## config.mk

```make
export PLATFORM = sky130hd
export DESIGN_NAME = receiver
export DESIGN_NICKNAME = d
export VERILOG_FILES = /design/src/rtl/receiver.sv
export SDC_FILE = /design/constraint.sdc
export NUM_CORES = 1
export LEC_CHECK = 0
export CAP_MARGIN = 30
export CORE_UTILIZATION = 51
export CTS_CLUSTER_DIAMETER = 40
export CTS_CLUSTER_SIZE = 24
export DETAILED_ROUTE_END_ITERATION = 10
export GPL_TIMING_DRIVEN = 0
export MAX_ROUTING_LAYER = met4
export PLACE_DENSITY_LB_ADDON = 0.05
export SETUP_SLACK_MARGIN = 0.2
export SLEW_MARGIN = 20
export SYNTH_ARGS = -nofsm -noshare
export SYNTH_HDL_FRONTEND = slang
export SYNTH_SLANG_ARGS = --single-unit
```

## constraint.sdc

```tcl
create_clock -name Clock -period 1.95 [get_ports Clock]
set_clock_uncertainty 0.05 [all_clocks]
set_input_delay 0.195 -clock Clock [delete_from_list [all_inputs] [get_ports Clock]]
set_output_delay 0.195 -clock Clock [all_outputs]
set_load 0.005 [all_outputs]
```

## src/rtl/receiver.sv

```systemverilog
`timescale 1ns/1ps
// receiver: hunts for an alternating 1/0 preamble, then descrambles a fixed-length
// payload with an additive x^7+x^4+1 LFSR. Define RECEIVER_ERROR_COUNT_EN to add ErrorCount.
module receiver #(
  parameter int         PREAMBLE_BITS  = 96,
  parameter int         DATA_BITS      = 256,
  parameter logic [6:0] SCRAMBLER_SEED = 7'h5D
) (
  input  logic       Clock,
  input  logic       Reset,
  input  logic       InputValid,
  input  logic       Input,
  output logic       Output,
  output logic       OutputValid,
  output logic       Locked,
  output logic       FrameDone,
`ifdef RECEIVER_ERROR_COUNT_EN
  output logic [7:0] ErrorCount,
`endif
  output logic       PreambleError
);

  localparam logic [15:0] PRE_LAST  = 16'(PREAMBLE_BITS - 1);
  localparam logic [15:0] DATA_LAST = 16'(DATA_BITS - 1);

  typedef enum logic [1:0] {HUNT, PREAMBLE, DATA} state_t;

  state_t      state_q, state_d;
  logic [15:0] cnt_q, cnt_d;
  logic [6:0]  s_q, s_d;
  logic        fb;
  logic        out_d, vld_d, done_d, perr_d, lock_d;
  logic        out_p1, vld_p1, done_p1, perr_p1, lock_p1;

  assign fb = s_q[6] ^ s_q[3];

  always_comb begin
    state_d = state_q;
    cnt_d   = cnt_q;
    s_d     = s_q;
    out_d   = 1'b0;
    vld_d   = 1'b0;
    done_d  = 1'b0;
    perr_d  = 1'b0;
    if (InputValid) begin
      case (state_q)
        HUNT: begin
          if (Input) begin
            if (PRE_LAST == 16'd0) begin
              state_d = DATA;
              cnt_d   = 16'd0;
              s_d     = SCRAMBLER_SEED;
            end else begin
              state_d = PREAMBLE;
              cnt_d   = 16'd1;
            end
          end
        end
        PREAMBLE: begin
          // Even indices carry 1, odd indices carry 0 (8'hAA, MSB first).
          if (Input == ~cnt_q[0]) begin
            if (cnt_q == PRE_LAST) begin
              state_d = DATA;
              cnt_d   = 16'd0;
              s_d     = SCRAMBLER_SEED;
            end else begin
              cnt_d = cnt_q + 16'd1;
            end
          end else begin
            perr_d  = 1'b1;
            state_d = HUNT;
            cnt_d   = 16'd0;
          end
        end
        DATA: begin
          out_d = Input ^ fb;
          vld_d = 1'b1;
          s_d   = {s_q[5:0], fb};
          if (cnt_q == DATA_LAST) begin
            done_d  = 1'b1;
            state_d = HUNT;
            cnt_d   = 16'd0;
          end else begin
            cnt_d = cnt_q + 16'd1;
          end
        end
        default: begin
          state_d = HUNT;
          cnt_d   = 16'd0;
        end
      endcase
    end
    // Lock covers the whole DATA residency plus the cycle carrying FrameDone.
    lock_d = (state_d == DATA) | done_d;
  end

  always_ff @(posedge Clock) begin
    if (Reset) begin
      state_q <= HUNT;
      cnt_q   <= 16'd0;
      s_q     <= SCRAMBLER_SEED;
      out_p1  <= 1'b0;
      vld_p1  <= 1'b0;
      done_p1 <= 1'b0;
      perr_p1 <= 1'b0;
      lock_p1 <= 1'b0;
    end else begin
      state_q <= state_d;
      cnt_q   <= cnt_d;
      s_q     <= s_d;
      out_p1  <= out_d;
      vld_p1  <= vld_d;
      done_p1 <= done_d;
      perr_p1 <= perr_d;
      lock_p1 <= lock_d;
    end
  end

  assign Output        = out_p1;
  assign OutputValid   = vld_p1;
  assign FrameDone     = done_p1;
  assign PreambleError = perr_p1;
  assign Locked        = lock_p1;

`ifdef RECEIVER_ERROR_COUNT_EN
  logic [7:0] err_cnt_q;

  function automatic logic [7:0] sat_inc(input logic [7:0] v);
    return (v == 8'hFF) ? v : v + 8'd1;
  endfunction

  always_ff @(posedge Clock) begin
    if (Reset) begin
      err_cnt_q <= 8'd0;
    end else if (perr_d) begin
      err_cnt_q <= sat_inc(err_cnt_q);
    end
  end

  assign ErrorCount = err_cnt_q;
`endif

endmodule

```

==> impl_metrics.yaml <==
status:
  status: "finished clean"
placement:
  io_buffers: 6
  post-place-cells: 192
  place_worst_setup_slack_ps: -257
  dp_hpwl_um: 1950
  routabilityCongestion: 0.827
floorplanning:
  die-area_mm2: 0.00300
  initial_utilization_pct: 55.9
  io_pins: 9
  die_w_um: 54.8
  core_mm2: 0.00254
  num_rows: 18
  die_h_um: 54.8
power:
  seq_power_share_pct: 54.5
  p_clk_share_pct: 33.8
  p_sw_uw: 283
  swShare_pct: 24.9
  pwr-share-comb_pct: 11.7
  power.density_mw_per_mm2: 601
  leakagePower_nw: 0.673
  power_mw: 1.14
  peakVddDrop_uv: 640
  p_int_uw: 854
synthesis:
  synth_top_area_share_pct: 42.3
  syn_area_per_cell_um2: 9.11
  yosys.area_share.simple_pct: 27.3
  ys_ff_latch: 30
  synth_area_leaders: "dfxtp_1, xor2_1, nand2_1"
  yosysWarnings: 0
  synth_edf_count: 0
  synth_cell_type_count: 50
  synth_nets: 161
  synthAdderAreaFrac_pct: 0.880
  synthCells: 156
  synth_xor_area_share_pct: 7.39
  ys_seq_area_share_pct: 42.3
  synth_top_cell_by_area: "dfxtp_1"
  synthMuxAreaShare_pct: 0.704
  synth_top_family_by_area: "simple AND/OR/NAND/NOR gates"
  netlist_area_mm2: 0.00142
  async_flop_share_pct: 0
  synthFlopType: "dfxtp_1"
  synth_compound_area_share_pct: 15.7
route:
  wl_per_cell_um: 15.3
  drt_iter0_markers: 60
  drc_errors: 0
  vias: 1250
  wl_um: 3270
  drt-pass1-iter-count: 4
  via_per_inst: 5.87
  antenna_left: 0
global_routing:
  antenna_found_initial: 0
  grt_pass1_vias: 1089
  gr-usage-met2_pct: 40.8
  grt_max_degree: 11
  grt.overflow.total: 0
  grtUsageTotal_pct: 26.0
  grt_pass1_wl_um: 5150
  use_met3_pct: 7.78
  busiest_layer: "met2"
  met1_usage_pct: 30.9
timing:
  whs_ps: 57.9
  slew_violations: 0
  hold_viol: 0
  post-route-period-util_pct: 92.8
  fmax_mhz: 553
  rsz0062_at_grt: "yes"
  worst_pin_slew_ps: 569
  slew_headroom_pct: 61.8
  setup_viol: 0
  finalCriticalPeriod_ps: 1810
  setup_ws_ps: 141
critical_path:
  critPathMaxStageDelay_ps: 420
  crit_path_start_kind: "register"
  crit_required_ps: 2160
  critical_path_class: "reg -> reg"
  critPathMaxFanout: 5
  worstPathCellList: "ha_4 > and4_4 > and4_4 > a2bb2oi_4 > or4_1 > a31oi_1"
  cp_slowest_cell: "or4_1"
  critPathCaptureType: "register"
  crit_top_cell: "and4_4"
  reg2regPathDepth: 6
  cp.arrival_ps: 2020
layout:
  drive_gt1_share_pct: 36.6
  num-nets-final: 187
  areaGrowthSynthToFinish_pct: 33.0
  antenna_cells: 0
  finalNonFillerCells: 213
worst_hold_path:
  holdPathStages: 2
  min_path_type: "in -> reg"
job:
  max_cap_violations: 0
clock_tree:
  clk_path_buf_depth: 2
  cts_buffers: 5
  cts_htree_levels: 2
  clock-sinks: 30
  cts_root_buf: "clkbuf_4"
  clock_latency_ps: 330
  cts_tree: "yes"
  clkTransAtPathRegs_ps: 100
## flip-flops by register name (all words and copies together) (netlist names)
register       count
cnt_q             16
Output             1
FrameDone          1
PreambleError      1
s_q                7
OutputValid        1
Locked             1
state_q            2
## worst paths after layout
check | slack [ps] | from | endpoint
hold reg to reg | 420 | s_q[0] | s_q[1]
setup / recovery | 140 | cnt_q[0] | cnt_q[13]
hold / removal | 60 | InputValid | cnt_q[14]
setup reg to reg | 140 | cnt_q[0] | cnt_q[13]
## stage by stage
step                      setup TNS (ps)  util, %  area, um^2
after floorplan                        0        -        1440
after global placement             -2940     60.4        1540
after detailed placement           -2700     60.4        1540
after CTS                              0     69.4        1770
after global routing                   0     74.3        1890
final                                  0     74.3        1890
## layout make-up
type	instances	area, um^2
multi-input combinational	114	905
clock buffer	7	55.1
buffer	7	82.6
sequential	30	613
tap	30	37.5
clock inverter	1	5.00
inverter	4	15.0
fill	195	654
timing repair buffer	20	178
## power groups by stage
| stage | clock [mW] | sequential (mW) | combinational, mW |
|---|---|---|---|
| 2_1_floorplan | 0 | 0.636 | 0.0671 |
| 3_3_place_gp | 0 | 0.637 | 0.0850 |
| 3_5_place_dp | 0 | 0.637 | 0.0861 |
| 4_1_cts | 0.391 | 0.620 | 0.110 |
| 5_1_grt | 0.417 | 0.620 | 0.143 |
| 6_report | 0.384 | 0.619 | 0.133 |
## worst max-delay path: cells and delay by family (launching register included)
kind            cells  cell delay, ps
simple gates        3             810
flops               1             380
fa+ha+maj           1             160
compound gates      2             350
## cell usage in the layout, fill, tap and decap left out, types with 3 or more instances in the layout
cell type        instances
and4_4                   3
clkbuf_4                 5
o21ai_1                  4
buf_4                   12
o22a_1                   3
nand2_1                 16
inv_1                    4
dfxtp_2                  4
nand3_1                  8
nand4_1                  5
clkdlybuf4s50_1          5
nor2_1                  10
buf_6                    6
xor2_1                   8
dfxtp_1                 24
a21oi_1                  5
xnor2_1                  3
nor2_2                   3
## cell families after synthesis
group / after synthesis
adder cells (fa/ha/maj): 1
AO/OA/AOI/OAI: 31
XOR/XNOR: 12
AND/OR/NAND/NOR: 69
flip-flops: 30
multiplexers: 1
buffers and inverters: 12
## cells in the mapped netlist, types with 2 or more instances
master / count
o22a_1: 3
or3_2: 2
inv_1: 4
nand2_1: 16
nor3_1: 3
a2bb2oi_1: 2
a21oi_1: 7
o21ai_0: 6
and3_2: 2
xor2_1: 9
nor2_1: 14
buf_6: 2
and4_2: 4
nor4_1: 3
dfxtp_1: 30
nand4_1: 5
xnor2_1: 3
nand3_1: 8
clkbuf_1: 2
## layer usage
metal  vias up  part of all wire, %
li1        616                    -
met4         0                  1.6
met3         8                  4.2
met5         -                    0
met1       594                   45
met2        32                   49
## what timing repair did
action | in CTS | in global routing
gates resized for setup | 25 | 30
hold buffers | 0 | 1
gates cloned | 1 | 0
setup buffers | 8 | 4
setup endpoints to repair | 24 | 25
pin swaps | 8 | 16
endpoints found under the hold margin | 0 | 3
No activity file was read; power rests on OpenSTA's default activity.
